## config.mk

```make
export PLATFORM = sky130hd
export DESIGN_NAME = rs_syndrome_engine
export DESIGN_NICKNAME = d
export VERILOG_FILES = /design/src/rtl/rs_pkg.sv /design/src/rtl/rs_horner_cell.sv /design/src/rtl/rs_syndrome_engine.sv
export SDC_FILE = /design/constraint.sdc
export NUM_CORES = 1
export LEC_CHECK = 0
export ABC_AREA = 1
export ABC_CLOCK_PERIOD_IN_PS = 3100
export BUFFER_PORTS_ARGS = -buffer_cell sky130_fd_sc_hd__buf_2
export CAP_MARGIN = 20
export CORE_MARGIN = 2
export CORE_UTILIZATION = 50
export CTS_CLUSTER_SIZE = 28
export DETAILED_ROUTE_END_ITERATION = 10
export PLACE_DENSITY = 0.85
export REMOVE_ABC_BUFFERS = 1
export SLEW_MARGIN = 15
export SYNTH_ARGS = -nofsm -noshare
export SYNTH_HDL_FRONTEND = slang
export SYNTH_SLANG_ARGS = --single-unit
```

## constraint.sdc

```tcl
create_clock -name clk -period 3.1 [get_ports clk]
set_clock_uncertainty 0.2 [all_clocks]
set_input_delay 0.155 -clock clk [delete_from_list [all_inputs] [get_ports clk]]
set_output_delay 0.155 -clock clk [all_outputs]
set_load 0.02 [all_outputs]
```

## src/rtl/rs_pkg.sv

```systemverilog
// Shared types and GF(2^m) helpers for the Reed-Solomon decode pipeline.
// The helpers are written for elaboration-time and constant-operand use, for fields up to GF(2^16).
package rs_pkg;

  typedef enum logic [1:0] {IDLE, CALC, DONE} state_t;

  localparam int GF_W      = 16;
  localparam int M_DEFAULT = 3;

  typedef logic [M_DEFAULT-1:0] sym_t;
  typedef logic [GF_W-1:0]      gf_t;

  // Carry-less product followed by reduction modulo prim_poly (which includes the x^m term).
  function automatic gf_t gf_mul(input gf_t a, input gf_t b, input int m, input gf_t prim_poly);
    logic [2*GF_W-1:0] prod;
    prod = '0;
    for (int i = 0; i < GF_W; i++) begin
      if (i < m && b[i]) prod = prod ^ ({{GF_W{1'b0}}, a} << i);
    end
    for (int k = 2*GF_W-2; k >= 0; k--) begin
      if (k >= m && prod[k]) prod = prod ^ ({{GF_W{1'b0}}, prim_poly} << (k - m));
    end
    return prod[GF_W-1:0];
  endfunction

  function automatic gf_t gf_alpha_pow(input int k, input int m, input gf_t prim_poly);
    int  e;
    gf_t r;
    e = k % ((1 << m) - 1);
    r = gf_t'(1);
    for (int i = 0; i < e; i++) r = gf_mul(r, gf_t'(2), m, prim_poly);
    return r;
  endfunction

endpackage

```

## src/rtl/rs_horner_cell.sv

```systemverilog
// One Horner accumulator: acc <= acc * MULT ^ sym per enabled cycle, MULT a constant root of the code.
module rs_horner_cell
  import rs_pkg::*;
#(
  parameter int           M         = 3,
  parameter logic [M-1:0] MULT      = 1,
  parameter int           PRIM_POLY = 'hB
) (
  input  logic         clk,
  input  logic         reset,
  input  logic         clr,
  input  logic         en,
  input  logic [M-1:0] sym,
  output logic [M-1:0] acc
);

  logic [M-1:0] acc_scaled;

  assign acc_scaled = M'(gf_mul(gf_t'(acc), gf_t'(MULT), M, gf_t'(PRIM_POLY)));

  // NOTE: state registers use non-blocking assignments so every flop samples pre-edge values.
  always_ff @(posedge clk) begin
    if (!reset)   acc <= '0;
    else if (clr) acc <= '0;
    else if (en)  acc <= acc_scaled ^ sym;
  end

endmodule

```

## src/rtl/rs_syndrome_engine.sv

```systemverilog
// Reed-Solomon syndrome engine: NSYN parallel Horner evaluations, one symbol per cycle, valid/ready on both sides.
// Optional build macro RS_SYND_ZERO_FLAG_EN adds the registered syn_zero output.
module rs_syndrome_engine
  import rs_pkg::*;
#(
  parameter int M         = 3,
  parameter int N         = 7,
  parameter int NSYN      = 4,
  parameter int FCR       = 1,
  parameter int PRIM_POLY = 'hB
) (
  input  logic              clk,
  input  logic              reset,
  input  logic              in_valid,
  output logic              in_ready,
  input  logic [N*M-1:0]    in_cw,
  output logic              out_valid,
  input  logic              out_ready,
  output logic [NSYN*M-1:0] out_syn
`ifdef RS_SYND_ZERO_FLAG_EN
  ,
  output logic              syn_zero
`endif
);

  localparam int CW = (N > 1) ? $clog2(N) : 1;

  state_t         state, state_next;
  logic [CW-1:0]  count;
  logic [N*M-1:0] cw_q;
  logic [M-1:0]   sym_cur;
  logic           accept;
  logic           calc_en;
  logic           last_sym;

  assign accept   = in_valid && in_ready;
  assign calc_en  = (state == CALC);
  assign last_sym = calc_en && (count == '0);
  assign sym_cur  = cw_q[int'(count)*M +: M];

  // NOTE: every output of this block gets a default first, so no path leaves a value unassigned (no latch).
  always_comb begin
    state_next = state;
    in_ready   = 1'b0;
    out_valid  = 1'b0;
    case (state)
      IDLE: begin
        in_ready = 1'b1;
        if (in_valid) state_next = CALC;
      end
      CALC: begin
        if (count == '0) state_next = DONE;
      end
      DONE: begin
        out_valid = 1'b1;
        if (out_ready) state_next = IDLE;
      end
      default: state_next = IDLE;
    endcase
  end

  always_ff @(posedge clk) begin
    if (!reset) begin
      state <= IDLE;
      count <= '0;
    end else begin
      state <= state_next;
      if (accept)                     count <= CW'(N - 1);
      else if (calc_en && count != 0) count <= count - 1'b1;
    end
  end

  // NOTE: the shadow codeword is pure datapath, only read after a fresh load, so it carries no reset.
  always_ff @(posedge clk) begin
    if (accept) cw_q <= in_cw;
  end

  logic [NSYN-1:0] next_zero;

  for (genvar j = 0; j < NSYN; j++) begin : g_syn
    localparam logic [M-1:0] ROOT = M'(gf_alpha_pow(FCR + j, M, gf_t'(PRIM_POLY)));

    rs_horner_cell #(
      .M         (M),
      .MULT      (ROOT),
      .PRIM_POLY (PRIM_POLY)
    ) u_cell (
      .clk   (clk),
      .reset (reset),
      .clr   (accept),
      .en    (calc_en),
      .sym   (sym_cur),
      .acc   (out_syn[j*M +: M])
    );

    // The final Horner step yields zero exactly when the scaled accumulator equals the last symbol.
    assign next_zero[j] =
      (M'(gf_mul(gf_t'(out_syn[j*M +: M]), gf_t'(ROOT), M, gf_t'(PRIM_POLY))) == sym_cur);
  end

`ifdef RS_SYND_ZERO_FLAG_EN
  always_ff @(posedge clk) begin
    if (!reset)                         syn_zero <= 1'b0;
    else if (last_sym)                  syn_zero <= &next_zero;
    else if (out_valid && out_ready)    syn_zero <= 1'b0;
  end
`else
  logic unused_zero;
  assign unused_zero = &{1'b0, next_zero, last_sym};
`endif

endmodule
```

======== Word-level counts from Yosys, hierarchy flattened ========
Index checks and enable logic that the tools add are counted.
cells by class
  add/sub/neg operators ................... 1
  reductions and logical operators ........ 8
  bitwise logic cells ..................... 66
  divide/modulo/power cells ............... 0
  multiplexer cells ....................... 67
  $lt $le $gt $ge ......................... 0
  shift-type cells ........................ 1
  eq/ne operators ......................... 5
  multipliers ............................. 1
operator list
  operator           count
  $not A2 Y2         57
  $mux W29           2
  $mux W28           2
  $mux W27           2
  $mux W26           2
  $mux W25           2
  $mux W24           2
  $mux W23           2
  $mux W22           2
  $mux W21           2
  $mux W20           2
  $mux W19           2
  $mux W18           2
  $mux W17           2
  $mux W16           2
  $mux W15           2
  $mux W14           2
  $mux W13           2
  $mux W12           2
  $mux W11           2
  $shiftx A21 B6 Y3  1
  $mux W10           2
  $mux W9            2
  $mux W8            2
  other kinds (26)   47
word-level totals
  flip-flop bits (word level) ............. 38
  bits in writable memories ............... 0
  memory bits (read-only) ................. 0
  memories ................................ 0
  bits of input ports ..................... 25
  latch bits .............................. 0
  output and inout bits ................... 14

======== Logic depth before layout (Yosys ltp) ========
  word-level depth ........................ 57
  depth in mapped cells ................... 12
  depth with buffers taken out ............ 10

======== By module ========
From an unflattened synthesis, not the netlist that was laid out.
unflattened totals
  cells, all modules ...................... 241
  area total of the unflattened synthesis .. 1919.3 µm²
modules (own cells, without submodules)
  module                                cells each  times used  seq. area each (µm²)  area each (µm²)
  rs_syndrome_engine                    114         1           730.7                 1166.1
  rs_horner_cell (g_syn[0].u_cell ...)  27          2           60.1                  167.7
  rs_horner_cell (g_syn[2].u_cell)      40          1           60.1                  214.0
  rs_horner_cell (g_syn[3].u_cell)      33          1           60.1                  203.9

======== Worst setup path after synthesis ========
Ideal clock, no wire load.
  path type ............................... reg-to-reg
  start point ............................. register state[0]
  end point ............................... register g_syn[0].u_cell.acc[1]
  clock period less this slack ............ 2.015 ns
  buffers on the path ..................... 0
  path slack .............................. 1.085 ns
  required time ........................... 2.791 ns
  stages on the path, launching flop included .. 9
  data arrival time ....................... 1.706 ns
  cell sequence ........................... dfxtp_1 > nor2_1 > nand2_1 > inv_1 > nor2_2 > inv_2 > a21oi_1 > nand2_1 > inv_1
on the way
  cells in the longest elaborated chain, start to end .. 4
  elaborated cells between the ends (all ways) .. 5
  those cells by class .................... eq/ne: 1; mux: 1; reduce/logical: 3
ends and longest elaborated chain
  element                            line                      source
  from (decl)                        rs_syndrome_engine.sv:28  state_t state, state_next;
  from (signal assigned)             rs_syndrome_engine.sv:67  state <= state_next;
  $logic_not A2 Y1                   rs_syndrome_engine.sv:46  case (state)
  $mux W1                            rs_syndrome_engine.sv:46
  net in_ready                       rs_syndrome_engine.sv:15  output logic in_ready,
  $logic_and A1 B1 Y1                rs_syndrome_engine.sv:36  assign accept = in_valid && in_ready;
  net accept                         rs_syndrome_engine.sv:32  logic accept;
  $reduce_or A2 Y1 (no source line)  -
  to (signal assigned)               rs_horner_cell.sv:25      else if (en) acc <= acc_scaled ^ sym;
  to (decl)                          rs_horner_cell.sv:14      output logic [M-1:0] acc
The timed path passes the listed nets, and every way through them passes these cells.
A chain may end at the register's enable or synchronous reset.

======== Worst setup path in the final report ========
  start point ............................. register count[1]
  end point ............................... register count[1]
on the way
  cells in the longest elaborated chain, start to end .. 3
  elaborated cells between the ends (all ways) .. 6
  those cells by class .................... add/sub: 1; mux: 2; reduce/logical: 3
ends and longest elaborated chain
  element                                                     line                      source
  from (decl)                                                 rs_syndrome_engine.sv:29  logic [CW-1:0] count;
  from (signal assigned)                                      rs_syndrome_engine.sv:68  if (accept) count <= CW'(N - 1);
  from (signal assigned)                                      rs_syndrome_engine.sv:69  else if (calc_en && count != 0) count <= count - 1'b1;
  $sub A3 B1 Y3 / $reduce_bool A3 Y1 (equally long branches)  rs_syndrome_engine.sv:69
  $mux W3 / $logic_and A1 B1 Y1 (equally long branches)       rs_syndrome_engine.sv:69
  $mux W3 / $reduce_bool A2 Y1 (equally long branches)        -
Parallel ways exist; a longest one is shown, timed or not. The select of a mux whose other input is x is not followed.

==> flow_metrics.env <==
export IMPL_placed_cells=330
export IMPL_setup_buffers_after_cts=0
export IMPL_io_pins=39
export IMPL_final_layout_size_suffix_gt1_share_pct=25.4
export IMPL_fin_total_pwr_w=0.00136
export IMPL_final_period_utilization_pct=62.4
export IMPL_clock_root_buffer="sky130_fd_sc_hd__clkbuf_8"
export IMPL_power_per_cell_area_nw_per_um2=522
export IMPL_finish_utilization_pct=65.5
export IMPL_grtUsageTotal_pct=19.6
export IMPL_die_x_um=68.1
export IMPL_yosys_warnings=0
export IMPL_post_dp_hpwl_mm=2.70
export IMPL_async_flop_share_pct=0
export IMPL_hold_path_startpoint="in_valid"
export IMPL_fin_tns_setup_ns=0
export IMPL_avgSynthCellArea_um2=8.35
export IMPL_synth_top_cells_by_area="sky130_fd_sc_hd__edfxtp_1, sky130_fd_sc_hd__dfxtp_1, sky130_fd_sc_hd__nand2_1"
export IMPL_max_clock_path_buffers=2
export IMPL_floorplan_core_area_um2=3970
export IMPL_number_of_antenna_violations_at_the_first_check_in_global_routing=0
export IMPL_cts_sinks=38
export IMPL_synthTopCellsByCount="sky130_fd_sc_hd__nand2_1, sky130_fd_sc_hd__inv_1, sky130_fd_sc_hd__nand3_1"
export IMPL_total_wirelength_mm=4.02
export IMPL_floorplan_die_area_um2=4630
export IMPL_gp_routability_congestion=0.829
export IMPL_critical_path_max_fanout=11
export IMPL_rsz_0062_raised_after_global_routing="false"
export IMPL_sequential_standard_cell_area_um2=971
export IMPL_ff_latch_count_synth=38
export IMPL_max_slew_margin_pct=68.8
export IMPL_timing_final_crit_period_ns=1.93
export IMPL_number_of_buffers_created_by_cts=5
export IMPL_dr_first_iter_drc_count=121
export IMPL_routed_via_density=4.71
export IMPL_overflow=0
export IMPL_critPathCapture="count[1]$_SDFFE_PN0P_"
export IMPL_hold_path_class="in -> reg"
export IMPL_max_cap_violations=0
export IMPL_cts_clk_slew_worst_paths_ns=0.08
export IMPL_ant_nets=0
export IMPL_reg_to_reg_start="count[1]$_SDFFE_PN0P_"
export IMPL_finalMaxSlewViolations=0
export IMPL_peakVddDrop_uv=380
export IMPL_row_count=23
export IMPL_syn_to_final_growth_pct=26.8
export IMPL_ff2ff_path_depth=7
export IMPL_worst_setup_path_startpoint="count[1]$_SDFFE_PN0P_"
export IMPL_outcome="finished clean"
export IMPL_synth_ff_type="sky130_fd_sc_hd__edfxtp_1"
export IMPL_syn_area_um2=2050
export IMPL_fill_cell_instance_count_of_the_final_layout=342
export IMPL_whs_ns=0.00792
export IMPL_synth_most_common_cell="sky130_fd_sc_hd__nand2_1"
export IMPL_synthCells=246
export IMPL_grt_start_max_net_pins=21
export IMPL_clkLatencyLatePin_ns=0.29
export IMPL_fmax_ghz=0.517
export IMPL_total_leakage_power_nw=1.27
export IMPL_synth_top_cell_area_share_pct=30.7
export IMPL_numPortBuffers=38
export IMPL_drt_wirelength_per_cell_um=11.1
export IMPL_worst_setup_path_start_kind="register"
export IMPL_die_height_um=68.1
export IMPL_route_detailed_drc=0
export IMPL_tritoncts_clock_tree="yes"
export IMPL_category_of_the_worst_setup_path_capture_point="register"
export IMPL_worst_endpoint_required_ns=3.13
export IMPL_synth_cell_types=26
export IMPL_cts_hold_fix_buffers=23
export IMPL_antenna_cells_inserted=0
export IMPL_cts_resized_gates=0
export IMPL_regToRegEndpoint="count[1]$_SDFFE_PN0P_"
export IMPL_number_of_h_tree_levels=2
export IMPL_finalNonFillerCells=361
export IMPL_first_global_vias=1561
export IMPL_synth_top_area_cell="sky130_fd_sc_hd__edfxtp_1"
export IMPL_layout_nets=337
export IMPL_dr_total_vias=1702
export IMPL_hold_violations=0
export IMPL_start_util_pct=51.7
export IMPL_count_of_final_setup_violators=0
export IMPL_max_slew_worst_pin_slew_ns=0.467
export IMPL_wire_length_of_the_first_global_routing_pass_mm=6.65
export IMPL_ys_seq_area_share_pct=47.3
export IMPL_crit_arrival_ns=1.97
export IMPL_setup_cp_type="reg -> reg"
export IMPL_area_of_the_multi_input_gates_um2=838
export IMPL_synth_edf_count=21
export IMPL_timing_reg2reg_setup_slack_ns=1.17
export IMPL_drt_pass1_iter_count=4
[worst max-delay path, cell delays in order, from the launching register on]
cell and delay (ns):
sky130_fd_sc_hd__dfxtp_1 0.62, sky130_fd_sc_hd__inv_1 0.23, sky130_fd_sc_hd__ha_1 0.24, sky130_fd_sc_hd__nand2_1 0.09, sky130_fd_sc_hd__nand2_1 0.13, sky130_fd_sc_hd__o21ai_0 0.19, sky130_fd_sc_hd__a21oi_1 0.06, sky130_fd_sc_hd__nor2_1 0.11
[how the worst min path moves through the flow]
stage / end / slack [ns] / cells after the start
2_1_floorplan: count[2]$_SDFFE_PN0P_ / 0.05 / 2
3_3_place_gp: cw_q[8]$_DFFE_PP_ / 0.13 / 1
3_5_place_dp: cw_q[14]$_DFFE_PP_ / 0.13 / 1
4_1_cts: state[0]$_SDFFE_PN0P_ / 0.0001 / 3
5_1_grt: state[0]$_SDFFE_PN0P_ / 0.01 / 3
6_report: state[1]$_SDFFE_PN0P_ / 0.008 / 5
[flip-flops by register name (all words and copies together), names as in the netlist]
register	cells
count	3
g_syn.u_cell.acc	12
cw_q	21
state	2
[power breakdown]
part	switching (W)	internal (W)	leakage [nW]	total [W]
clock	0.000172	0.000240	0.0514	0.000411
combinational	0.000202	0.000132	0.881	0.000334
sequential	0.0000351	0.000578	0.340	0.000613
total	0.000409	0.000950	1.27	0.00136
[cells in the final DEF, fill, tap and decap left out]
master,synthesis,routed
sky130_fd_sc_hd__o21ai_0,4,4
sky130_fd_sc_hd__dfxtp_1,17,17
sky130_fd_sc_hd__nand3_1,26,26
sky130_fd_sc_hd__clkbuf_8,0,5
sky130_fd_sc_hd__inv_1,45,45
sky130_fd_sc_hd__a21oi_1,10,10
sky130_fd_sc_hd__nor2_1,20,20
sky130_fd_sc_hd__or2_0,3,3
sky130_fd_sc_hd__buf_2,1,38
sky130_fd_sc_hd__inv_2,4,4
sky130_fd_sc_hd__nand3_4,3,3
sky130_fd_sc_hd__clkinvlp_4,0,1
sky130_fd_sc_hd__a21oi_2,2,2
sky130_fd_sc_hd__nor2_2,1,1
sky130_fd_sc_hd__dlygate4sd3_1,0,23
sky130_fd_sc_hd__nand2_1,52,52
sky130_fd_sc_hd__nand2_2,11,11
sky130_fd_sc_hd__ha_1,2,2
sky130_fd_sc_hd__inv_6,1,1
sky130_fd_sc_hd__xor2_1,1,1
sky130_fd_sc_hd__xnor2_1,5,5
sky130_fd_sc_hd__a31oi_1,1,1
sky130_fd_sc_hd__nor3_1,1,1
sky130_fd_sc_hd__nand2_4,4,4
sky130_fd_sc_hd__buf_4,2,1
sky130_fd_sc_hd__clkbuf_1,0,1
sky130_fd_sc_hd__bufinv_16,0,1
sky130_fd_sc_hd__edfxtp_1,21,21
sky130_fd_sc_hd__nand3_2,7,7
[area by class of cell]
type,count,share of cell area [%]
clock buffer,6,2.79
clock inverter,2,1.44
inverter,50,7.40
multi-input combinational,153,32.2
sequential,38,37.3
tap,50,2.40
timing repair buffer,62,16.4
[metrics by stage]
step,area [um^2],worst slack [ns]
2_1_floorplan,2000,1.09
3_3_place_gp,2260,1.30
3_5_place_dp,2260,1.17
4_1_cts,2600,1.14
5_1_grt,2600,0.901
6_report,2600,1.17
[kinds of logic (layout without fill, tap and decap cells)]
family,Yosys count,count (layout),share of synthesized area [%]
compound gates,17,17,4.57
xor+xnor,6,6,2.56
fa+ha+maj,2,2,1.22
buf+inv,55,120,11.9
flops,38,38,47.3
simple gates,128,128,32.5
[routing by layer]
layer / share of wire [%] / up-vias / global-route usage (%)
met4: 1.9 / 0 / 8.50
li1: - / 892 / -
met2: 52 / 51 / 34.5
met3: 4.1 / 8 / 3.95
met1: 42 / 751 / 22.9
met5: 0 / - / 0
(Power assumes the default switching activity.)
